### config.mk
export PLATFORM = sky130hd
export DESIGN_NAME = i2c_target_regs
export DESIGN_NICKNAME = d
export VERILOG_FILES = /design/src/rtl/i2c_target_regs.sv
export SDC_FILE = /design/constraint.sdc
export NUM_CORES = 1
export LEC_CHECK = 0
export CAP_MARGIN = 20
export CORE_MARGIN = 3
export CORE_UTILIZATION = 42
export CTS_BUF_LIST = sky130_fd_sc_hd__clkbuf_8
export CTS_CLUSTER_DIAMETER = 50
export DETAILED_ROUTE_END_ITERATION = 7
export PLACE_DENSITY_LB_ADDON = 0.2
export RECOVER_POWER = 100
export REMOVE_ABC_BUFFERS = 1
export SLEW_MARGIN = 15
export SYNTH_ARGS = -nofsm -noshare
export SYNTH_HDL_FRONTEND = slang
export SYNTH_SLANG_ARGS = --single-unit
### constraint.sdc
create_clock -name clk_i -period 3.1 [get_ports clk_i]
set_input_delay 0.62 -clock clk_i [delete_from_list [all_inputs] [get_ports clk_i]]
set_output_delay 0.62 -clock clk_i [all_outputs]
set_load 0.005 [all_outputs]
### src/rtl/i2c_target_regs.sv
// I2C target answering one 7-bit address with a byte-wide register bank behind an
// auto-incrementing pointer; supports pointer writes, data writes and sequential reads.
module i2c_target_regs #(
    parameter logic [6:0] TARGET_ADDR = 7'h50,
    parameter int         NREGS       = 16,
    localparam int        IW          = $clog2(NREGS)
) (
    input  logic          clk_i,
    input  logic          rst_i,
    input  logic          scl_i,
    input  logic          sda_i,
    output logic          sda_o,
    output logic          sda_oen_o,
    input  logic [IW-1:0] reg_idx_i,
    output logic [7:0]    reg_data_o,
    output logic          wr_stb_o,
    output logic [IW-1:0] wr_idx_o,
    output logic [7:0]    wr_data_o,
    output logic          busy_o
);

    localparam logic [2:0] S_IDLE     = 3'd0;
    localparam logic [2:0] S_ADDR     = 3'd1;
    localparam logic [2:0] S_ADDR_ACK = 3'd2;
    localparam logic [2:0] S_WR_BYTE  = 3'd3;
    localparam logic [2:0] S_WR_ACK   = 3'd4;
    localparam logic [2:0] S_RD_BYTE  = 3'd5;
    localparam logic [2:0] S_RD_ACK   = 3'd6;

    logic [1:0]    scl_sync_reg, sda_sync_reg;
    logic          scl_hist_reg, sda_hist_reg;
    logic          scl_rise_reg, scl_fall_reg, start_reg, stop_reg;
    logic [2:0]    state_reg;
    logic [3:0]    bit_cnt_reg;
    logic [7:0]    shift_reg;
    logic [IW-1:0] ptr_reg;
    logic          first_byte_reg, rw_reg;
    logic [7:0]    regs [NREGS];
    logic [7:0]    rd_byte;
    logic          wr_fire;

    assign sda_o      = 1'b0;
    assign reg_data_o = regs[reg_idx_i];
    assign rd_byte    = regs[ptr_reg];
    assign wr_fire    = (state_reg == S_WR_BYTE) && scl_fall_reg && (bit_cnt_reg == 4'd8)
                        && !first_byte_reg && !start_reg && !stop_reg;

    // Edge and bus-condition pulses are registered so every FSM action lands a fixed
    // four cycles after the pad transition.
    always_ff @(posedge clk_i) begin
        if (rst_i) begin
            scl_sync_reg <= 2'b11;
            sda_sync_reg <= 2'b11;
            scl_hist_reg <= 1'b1;
            sda_hist_reg <= 1'b1;
            scl_rise_reg <= 1'b0;
            scl_fall_reg <= 1'b0;
            start_reg    <= 1'b0;
            stop_reg     <= 1'b0;
        end else begin
            scl_sync_reg <= {scl_sync_reg[0], scl_i};
            sda_sync_reg <= {sda_sync_reg[0], sda_i};
            scl_hist_reg <= scl_sync_reg[1];
            sda_hist_reg <= sda_sync_reg[1];
            scl_rise_reg <= scl_sync_reg[1] & ~scl_hist_reg;
            scl_fall_reg <= ~scl_sync_reg[1] & scl_hist_reg;
            start_reg    <= scl_sync_reg[1] & scl_hist_reg & sda_hist_reg & ~sda_sync_reg[1];
            stop_reg     <= scl_sync_reg[1] & scl_hist_reg & ~sda_hist_reg & sda_sync_reg[1];
        end
    end

    for (genvar gi = 0; gi < NREGS; gi++) begin : g_reg
        logic [7:0] val_reg;
        always_ff @(posedge clk_i) begin
            if (rst_i)
                val_reg <= 8'h00;
            else if (wr_fire && (ptr_reg == IW'(gi)))
                val_reg <= shift_reg;
        end
        assign regs[gi] = val_reg;
    end

    always_ff @(posedge clk_i) begin
        if (rst_i) begin
            state_reg      <= S_IDLE;
            bit_cnt_reg    <= 4'd0;
            shift_reg      <= 8'h00;
            ptr_reg        <= '0;
            first_byte_reg <= 1'b0;
            rw_reg         <= 1'b0;
            sda_oen_o      <= 1'b0;
            busy_o         <= 1'b0;
            wr_stb_o       <= 1'b0;
            wr_idx_o       <= '0;
            wr_data_o      <= 8'h00;
        end else begin
            wr_stb_o <= 1'b0;
            if (stop_reg) begin
                state_reg   <= S_IDLE;
                bit_cnt_reg <= 4'd0;
                sda_oen_o   <= 1'b0;
                busy_o      <= 1'b0;
            end else if (start_reg) begin
                state_reg   <= S_ADDR;
                bit_cnt_reg <= 4'd0;
                sda_oen_o   <= 1'b0;
                busy_o      <= 1'b0;
            end else begin
                case (state_reg)
                    S_ADDR: begin
                        if (scl_rise_reg && bit_cnt_reg != 4'd8) begin
                            shift_reg   <= {shift_reg[6:0], sda_hist_reg};
                            bit_cnt_reg <= bit_cnt_reg + 4'd1;
                        end else if (scl_fall_reg && bit_cnt_reg == 4'd8) begin
                            bit_cnt_reg <= 4'd0;
                            if (shift_reg[7:1] == TARGET_ADDR) begin
                                sda_oen_o <= 1'b1;
                                busy_o    <= 1'b1;
                                rw_reg    <= shift_reg[0];
                                state_reg <= S_ADDR_ACK;
                            end else begin
                                state_reg <= S_IDLE;
                            end
                        end
                    end
                    S_ADDR_ACK: begin
                        if (scl_fall_reg) begin
                            if (rw_reg) begin
                                // First read bit goes out on the same fall that ends the ACK.
                                sda_oen_o   <= ~rd_byte[7];
                                shift_reg   <= {rd_byte[6:0], 1'b0};
                                bit_cnt_reg <= 4'd1;
                                state_reg   <= S_RD_BYTE;
                            end else begin
                                sda_oen_o      <= 1'b0;
                                first_byte_reg <= 1'b1;
                                bit_cnt_reg    <= 4'd0;
                                state_reg      <= S_WR_BYTE;
                            end
                        end
                    end
                    S_WR_BYTE: begin
                        if (scl_rise_reg && bit_cnt_reg != 4'd8) begin
                            shift_reg   <= {shift_reg[6:0], sda_hist_reg};
                            bit_cnt_reg <= bit_cnt_reg + 4'd1;
                        end else if (scl_fall_reg && bit_cnt_reg == 4'd8) begin
                            sda_oen_o   <= 1'b1;
                            bit_cnt_reg <= 4'd0;
                            state_reg   <= S_WR_ACK;
                            if (first_byte_reg) begin
                                ptr_reg        <= shift_reg[IW-1:0];
                                first_byte_reg <= 1'b0;
                            end else begin
                                wr_stb_o  <= 1'b1;
                                wr_idx_o  <= ptr_reg;
                                wr_data_o <= shift_reg;
                                ptr_reg   <= ptr_reg + IW'(1);
                            end
                        end
                    end
                    S_WR_ACK: begin
                        if (scl_fall_reg) begin
                            sda_oen_o <= 1'b0;
                            state_reg <= S_WR_BYTE;
                        end
                    end
                    S_RD_BYTE: begin
                        if (scl_fall_reg) begin
                            if (bit_cnt_reg == 4'd8) begin
                                sda_oen_o   <= 1'b0;
                                ptr_reg     <= ptr_reg + IW'(1);
                                bit_cnt_reg <= 4'd0;
                                state_reg   <= S_RD_ACK;
                            end else begin
                                sda_oen_o   <= ~shift_reg[7];
                                shift_reg   <= {shift_reg[6:0], 1'b0};
                                bit_cnt_reg <= bit_cnt_reg + 4'd1;
                            end
                        end
                    end
                    S_RD_ACK: begin
                        if (scl_rise_reg) begin
                            if (!sda_hist_reg) begin
                                shift_reg   <= rd_byte;
                                bit_cnt_reg <= 4'd0;
                                state_reg   <= S_RD_BYTE;
                            end else begin
                                state_reg <= S_IDLE;
                            end
                        end
                    end
                    default: state_reg <= S_IDLE;
                endcase
            end
        end
    end

endmodule

==> results of run 1 <==
[power breakdown]
part           internal [mW]  switching [mW]
Combinational         0.0619          0.0935
Sequential              2.24          0.0146
Clock                  0.892           0.892
Total                   3.20            1.00
[timing repair]
item / 4_1_cts / 5_1_grt
hold buffers: 0 / 0
gates resized for setup: 4 / 4
cloned: 1 / 3
setup endpoints to repair: 8 / 6
[final timing paths]
check	from	endpoint
hold / removal	scl_sync_reg[0]	scl_sync_reg[1]
hold reg to reg	scl_sync_reg[0]	scl_sync_reg[1]
setup reg to reg	bit_cnt_reg[0]	g_reg[15].val_reg[4]
setup / recovery	reg_idx_i[0]	reg_data_o[3]
[final cells by class]
type	instances	share of cell area [%]
Clock inverter	15	2.14
Multi-Input combinational cell	569	50.2
Inverter	10	0.379
Clock buffer	17	2.36
Tap cell	270	3.41
Timing Repair Buffer	65	6.36
Sequential cell	174	35.2
[critical path, delay by kind of cell]
| kind | cells | cell delay (ps) |
|---|---|---|
| multiplexers | 2 | 990 |
| buffers and inverters | 3 | 800 |
[metal layers]
layer  vias to the layer above  share of wire [%]
met4                         0                2.0
met3                        42                5.5
met2                       197                 48
met1                      3304                 44
li1                       3028                  -
met5                         -                  0
[Yosys cell counts (all sizes together), types with 7 or more instances]
cell type	instances
nor3	8
nand3	7
and3	17
buf	36
o21ai	13
nor2b	9
a21oi	25
inv	9
nor2	148
nand2	38
clkbuf	49
a211oi	9
mux4	78
dfxtp	174
mux2i	141
[stage by stage]
step / setup WS (ps) / util (%) / hold slack, ps / instances
2_1_floorplan: 16.6 / - / 389 / 753
3_3_place_gp: -180 / 46.1 / 402 / 1084
3_5_place_dp: -190 / 46.1 / 399 / 1084
4_1_cts: 4.57 / 48.4 / 436 / 1117
5_1_grt: 22.5 / 48.4 / 447 / 1120
6_report: 70.2 / 48.4 / 430 / 1120
[logic make-up after synthesis]
logic type	synth area share [%]
AO/OA/AOI/OAI	5.70
adder cells (fa/ha/maj)	0.847
buffers and inverters	4.53
flip-flops	39.3
multiplexers	35.7
other	0.0423
AND/OR/NAND/NOR	13.8
==> out/qor.yml, run 1 <==
status:
  outcome: "complete, but fails checks"
  violations: "capacitance limit, slew limit"
clock_tree:
  clock_sinks: 174
  cts_buffers: 17
  clock_latency_ps: 480
  htree_num_levels: 4
  clock_path_buffers: 2
  cts-root-buf: "clkbuf_8"
  post_cts_buffers: 0
  tritoncts: "done"
  clk_pin_slew_ps: 90
sta:
  setup_tns_ps: 0
  final_max_slew_viol_count: 37
  fmax_mhz: 330
  fin_worst_skew_ps: 14.6
  rsz0062_at_grt: "no"
  max_slew.worst_pin.slew_ps: 1550
  min_period_ps: 3030
  finalCritPeriodShare_pct: 97.7
  max_slew_margin_pct: -3.39
  setup_viol: 0
  final_hold_viol_count: 0
synthesis:
  synth_top_area_cell: "dfxtp_1"
  synth_area_leaders: "dfxtp_1 39%, mux4_2 20%, mux2i_1 16%"
  syn_area_um2: 8860
  postSynthCellCount: 838
  syn_avg_cell_area_um2: 10.6
  seq_area_frac_synth_pct: 39.3
  yosysUniqueCellTypes: 56
  yosys_register_bits: 174
  ys_async_sr_fraction_pct: 0
  synth_warnings: 0
  synth_edf_count: 0
  ys.flop_type: "dfxtp_1"
  netlist.area_leader.share_pct: 39.3
global_route:
  grt_max_degree: 105
  grt_usage_pct: 21.4
  grt.overflow.total: 0
  gr-max-usage-layer: "met2"
  grt_pass1_vias: 6482
  gr-usage-met2_pct: 34.8
  grt_antenna_before_repair: 0
  use_met1_pct: 29.0
  use_met3_pct: 3.83
  grt_first_pass_wirelength_mm: 37.2
placement:
  hpwl_mm: 15.6
  dpl-instance-area_um2: 9450
  io_buffers: 30
  gp_congestion: 0.838
floorplanning:
  die_w_um: 151
  io_pins: 32
  die_h_um: 151
  dieArea_um2: 22900
  coreArea_um2: 20500
  start_util_pct: 43.2
  rows: 52
critical_path:
  critPathLaunchType: "input pin"
  slowest_stage: "mux4_2"
  worstPathArrival_ps: 2410
  path_cells: "buf_6 > buf_4 > mux4_2 > mux4_2 > clkdlybuf4s50_1"
  critPathRequiredTime_ps: 2480
  critPathMostFrequentCell: "mux4_2"
  critPathKind: "in2out"
  max_stage_delay_ps: 510
  reg2reg_slack_ps: 200
  path_max_fanout: 5
  end_kind: "output port"
  reg2reg_depth: 8
hold_path:
  hp-class: "reg2reg"
  worstHoldPathCells: 1
final_layout:
  drive_above_1_share_pct: 17.3
  antennaDiodeCount: 0
  fin_area_um2: 9920
  area_delta_synth_final_pct: 11.9
  regArea_um2: 3490
  largest_reg_flops: 128
  multi_input_area_um2: 4980
  final_nets: 851
  n_fill_cell: 1891
  layout_common_cells: "172 x dfxtp_1, 148 x nor2_1, 141 x mux2i_1"
  final_common_cell: "dfxtp_1"
flow_run:
  cap_violations: 1
routing:
  vias: 6571
  via_per_inst: 5.87
  wl_per_cell_um: 21.3
  route.detailed.drc: 0
  firstDrtPassIters: 5
  drt-initial-drc-count: 541
  wl_mm: 23.8
  ant_nets: 0
power:
  p_leak_nw: 3.38
  worst_ir_drop_vdd_mv: 0.260
  cellPowerDensity_nw_per_um2: 423
  power_mw: 4.20
Note: power is estimated with default switching activity, not from simulation.
==> run 2, diff against run 1 <==
==> constraint.sdc (replaced) <==
create_clock -name clk_i -period 3.1 [get_ports clk_i]
set_input_delay 0.93 -clock clk_i [delete_from_list [all_inputs] [get_ports clk_i]]
set_output_delay 0.93 -clock clk_i [all_outputs]
set_load 0.005 [all_outputs]
==> run 2 against run 1 <==
Critical path type unchanged. Power fell by 3.4%. Largest power group unchanged. Largest cell class unchanged. Die area stayed put. Utilization increased by 0.42 points. Wire length rose by 2.7%. Non-clock buffer count increased by 6. Critical endpoint is now reg_data_o[1]. The flow finishes with violations (capacitance limit, slew limit, setup timing). Flip-flop and latch count did not move. Global-route usage is 0.82 points higher.
==> out/qor.yml, run 2 (synthesis gave the netlist of run 1 again) <==
placement:
  gp_congestion: 0.852
  place_inst: 1082
  hpwl_mm: 15.9
  io_buffers: 30
  place_ws_ps: -825
  dpl-instance-area_um2: 9440
final_layout:
  layout_common_cells: "173 x dfxtp_1, 148 x nor2_1, 141 x mux2i_1"
  stdcell_count: 1126
  area_delta_synth_final_pct: 12.8
  final_common_cell: "dfxtp_1"
  fin_area_um2: 10000
  largest_reg_flops: 128
  drive_above_1_share_pct: 19.5
  n_fill_cell: 1870
  final_nets: 857
  antennaDiodeCount: 0
status:
  outcome: "complete, but fails checks"
  violations: "capacitance limit, slew limit, setup timing"
clock_tree:
  cts-root-buf: "clkbuf_8"
  tritoncts: "done"
  htree_num_levels: 4
  clock_latency_ps: 480
  cts_buffers: 17
  clock_path_buffers: 2
  clk_pin_slew_ps: 100
  clock_sinks: 174
critical_path:
  worstPathArrival_ps: 2430
  path_max_fanout: 6
  r2r-end: "sda_oen_o"
  reg2reg_slack_ps: 150
  critPathRequiredTime_ps: 2170
  critPathLaunchType: "input pin"
  reg2reg_from: "ptr_reg[0]"
  end_kind: "output port"
  critPathKind: "in2out"
  reg2reg_depth: 6
sta:
  rsz0062_at_grt: "yes"
  final_max_slew_viol_count: 39
  hold_slack_ps: 427
  min_period_ps: 3360
  max_slew_margin_pct: -13.4
  final_hold_viol_count: 0
  setup_viol: 8
  finalCritPeriodShare_pct: 108
  fin_worst_skew_ps: 25.3
  setup_ws_ps: -259
  max_slew.worst_pin.slew_ps: 1700
  fmax_mhz: 298
routing:
  via_per_inst: 5.90
  firstDrtPassIters: 5
  vias: 6648
  route.detailed.drc: 0
  drt-initial-drc-count: 414
  ant_nets: 0
  wl_per_cell_um: 21.8
  wl_mm: 24.5
global_route:
  grt_max_degree: 91
  grt_usage_pct: 22.2
  grt_antenna_before_repair: 0
  grt_first_pass_wirelength_mm: 38.4
  grt.overflow.total: 0
  grt_pass1_vias: 6509
power:
  worst_ir_drop_vdd_mv: 0.231
  power_mw: 4.05
  cellPowerDensity_nw_per_um2: 405
  p_leak_nw: 3.42
hold_path:
  hp-class: "reg2reg"
  hold_end: "scl_sync_reg[1]"
  worstHoldStart: "scl_sync_reg[0]"
  worstHoldPathCells: 1
floorplanning:
  start_util_pct: 43.2
  die_h_um: 151
  rows: 52
  io_pins: 32
  dieArea_um2: 22900
  die_w_um: 151
  coreArea_um2: 20500
flow_run:
  cap_violations: 1
[run 2: cell types whose count changed in the layout (fill, tap and decap cells not counted), moves of 2 or more]
| cell | change |
|---|---|
| buf_2 | +6 |
| inv_8 | +3 |
| clkbuf_4 | -2 |
| clkdlybuf4s50_1 | -7 |
| clkbuf_1 | -4 |
| inv_1 | -2 |
| buf_6 | +2 |
| buf_4 | +6 |
| buf_12 | +4 |
| clkinvlp_4 | +3 |
| bufinv_16 | -3 |
| buf_16 | +4 |
| dlymetal6s2s_1 | -2 |
[run 2: layer usage]
metal	share of wire, %	global-route usage (%)	vias up
met3	6.7	5.12	49
met2	48	35.2	233
li1	-	-	3040
met1	43	29.4	3326
met4	3.2	9.16	0
met5	0	0	-
[run 2: worst max-delay path: stages]
cell	delay, ps
buf_16	130
buf_12	130
buf_12	110
mux4_2	490
mux4_2	490
buf_6	140
[run 2: worst max path at each step]
stage	start	end	slack (ps)	cells after the start
floorplan	ptr_reg[0]	shift_reg[4]	20	5
global placement	reg_idx_i[1]	reg_data_o[1]	-800	5
detailed placement	reg_idx_i[1]	reg_data_o[1]	-830	5
CTS	reg_idx_i[0]	reg_data_o[1]	-270	6
global route	reg_idx_i[0]	reg_data_o[1]	-290	6
finish	reg_idx_i[0]	reg_data_o[1]	-260	6
[run 2: cell type report]
cell class / instances / area, um^2 / area share [%]
multi-input cells: 569 / 4980 / 49.8
flip-flops and latches: 174 / 3480 / 34.8
clock buffers: 18 / 248 / 2.48
inverters: 10 / 37.5 / 0.375
repair buffers: 71 / 762 / 7.62
well taps: 270 / 338 / 3.38
clock inverters: 14 / 154 / 1.54
[run 2: report_power, final]
part           internal [mW]  switching (mW)
Clock                  0.688           0.926
Sequential              2.24          0.0151
Combinational         0.0823          0.0991
Total                   3.01            1.04
[run 2: repair_timing]
action                     in CTS  in global routing
buffers inserted                7                  1
setup endpoints to repair       8                  8
gates cloned                    5                  0
hold buffers                    0                  0
resized for setup              48                  2
[run 2: metrics by stage]
step | util, % | TNS [ps]
final | 48.8 | -1590
after CTS | 49.0 | -1630
after global routing | 48.8 | -1960
after floorplan | - | 0
after global placement | 46.1 | -6230
after detailed placement | 46.1 | -6360
==> run 3, diff against run 2 <==
Settings changed: CELL_PAD_IN_SITES_DETAIL_PLACEMENT set to 2, CELL_PAD_IN_SITES_GLOBAL_PLACEMENT set to 2, CTS_CLUSTER_SIZE set to 16.
==> run 3 against run 2 <==
The run ends with setup timing left. Combinational power increased by 2%. Utilization up 0.52 points. Via count grew 4.5%. Clock skew shrank 6.1 ps.
==> out/qor.yml, run 3 (synthesis gave the netlist of run 1 again) <==
global_route:
  grt_max_degree: 92
  grt_pass1_vias: 7674
  gr-usage-met2_pct: 47.3
  grt.overflow.total: 0
  use_met1_pct: 36.1
  grt_first_pass_wirelength_mm: 47.3
  grt_antenna_before_repair: 0
  use_met3_pct: 4.58
  grt_usage_pct: 27.8
  gr-max-usage-layer: "met2"
floorplanning:
  start_util_pct: 43.2
  rows: 52
  die_h_um: 151
  io_pins: 32
  dieArea_um2: 22900
  die_w_um: 151
  coreArea_um2: 20500
sta:
  max_slew_margin_pct: 27.7
  fin_worst_skew_ps: 19.2
  max_slew.worst_pin.slew_ps: 1080
  setup_viol: 45
  final_max_slew_viol_count: 0
  hold_slack_ps: 424
  finalCritPeriodShare_pct: 108
  setup_ws_ps: -256
  rsz0062_at_grt: "yes"
  fmax_mhz: 298
  setup_tns_ps: -4610
  min_period_ps: 3360
  final_hold_viol_count: 0
routing:
  wl_per_cell_um: 26.9
  route.detailed.drc: 0
  drt-initial-drc-count: 516
  wl_mm: 30.7
  via_per_inst: 6.08
  firstDrtPassIters: 5
  ant_nets: 0
  vias: 6945
power:
  cellPowerDensity_nw_per_um2: 402
  power_mw: 4.07
  worst_ir_drop_vdd_mv: 0.230
  p_leak_nw: 3.50
final_layout:
  drive_above_1_share_pct: 21.0
  area_delta_synth_final_pct: 14.0
  final_nets: 874
  layout_common_cells: "173 x dfxtp_1, 148 x nor2_1, 141 x mux2i_1"
  n_fill_cell: 2102
  largest_reg_flops: 128
  antennaDiodeCount: 0
  final_common_cell: "dfxtp_1"
critical_path:
  worstPathArrival_ps: 2430
  path_cells: "buf_16 > buf_16 > buf_8 > mux4_2 > mux4_2 > buf_6"
  end_kind: "output port"
  critPathKind: "in2out"
  max_stage_delay_ps: 490
  path_max_fanout: 5
  slowest_stage: "mux4_2"
  critPathRequiredTime_ps: 2170
  critPathLaunchType: "input pin"
  reg2reg_from: "ptr_reg[0]"
  startpoint: "reg_idx_i[0]"
placement:
  hpwl_mm: 20.7
  place_ws_ps: -823
  io_buffers: 30
  gp_congestion: 0.832
clock_tree:
  cts-root-buf: "clkbuf_8"
  clk_pin_slew_ps: 110
  tritoncts: "done"
  clock_sinks: 174
  clock_path_buffers: 2
  htree_num_levels: 4
  clock_latency_ps: 500
  cts_buffers: 17
hold_path:
  hp-class: "reg2reg"
  worstHoldStart: "sda_sync_reg[0]"
status:
  outcome: "complete, but fails checks"
  violations: "setup timing"
flow_run:
  cap_violations: 0
-- run 3: changes by cell type in the layout (fill, tap and decap cells not counted), moves of 2 or more --
cell,delta
buf_4,+11
clkbuf_2,+3
clkinvlp_4,-2
inv_8,+2
-- run 3: final timing paths --
check / to / cells after the start / slack [ps]
worst max-delay path: reg_data_o[0] / 6 / -260
worst max register to register: shift_reg[1] / 6 / -160
worst min-delay path: sda_sync_reg[1] / 1 / 420
worst min register to register: sda_sync_reg[1] / 1 / 420
-- run 3: per-layer routing --
| metal | share of wire, % | routed length, um |
|---|---|---|
| met1 | 43 | 13200 |
| met2 | 50 | 15400 |
| met3 | 4.5 | 1400 |
| met4 | 2.4 | 751 |
| met5 | 0 | 0 |
-- run 3: final cells by class --
| type | count | area (um^2) | share of cell area (%) |
|---|---|---|---|
| clock buffers | 18 | 248 | 2.45 |
| clock inverters | 14 | 144 | 1.42 |
| inverters | 10 | 37.5 | 0.371 |
| multi-input cells | 569 | 4980 | 49.3 |
| flip-flops and latches | 174 | 3480 | 34.5 |
| well taps | 270 | 338 | 3.34 |
| repair buffers | 88 | 878 | 8.69 |
-- run 3: repair_timing --
| item | 4_1_cts | 5_1_grt |
|---|---|---|
| endpoints found under the setup margin | 8 | 8 |
| cloned | 4 | 0 |
| gates resized for setup | 50 | 3 |
| buffers inserted | 5 | 2 |
| pin swaps | 0 | 0 |
| hold buffers | 0 | 0 |
-- run 3: power breakdown --
group	switching, mW	internal [mW]
registers	0.0168	2.24
logic	0.103	0.0813
clock network	0.999	0.624
total	1.12	2.95
-- run 3: stage by stage --
step                      instance area (um^2)  util (%)  instances
after floorplan                           8500         -        753
after global placement                    9580      46.7       1101
after detailed placement                  9580      46.7       1101
after CTS                                10100      49.5       1142
after global routing                     10100      49.3       1143
final                                    10100      49.3       1143
-- run 3: worst max-delay path, delay by kind of cell --
| family | cells | cell delay, ps |
|---|---|---|
| buffers and inverters | 4 | 510 |
| multiplexers | 2 | 980 |
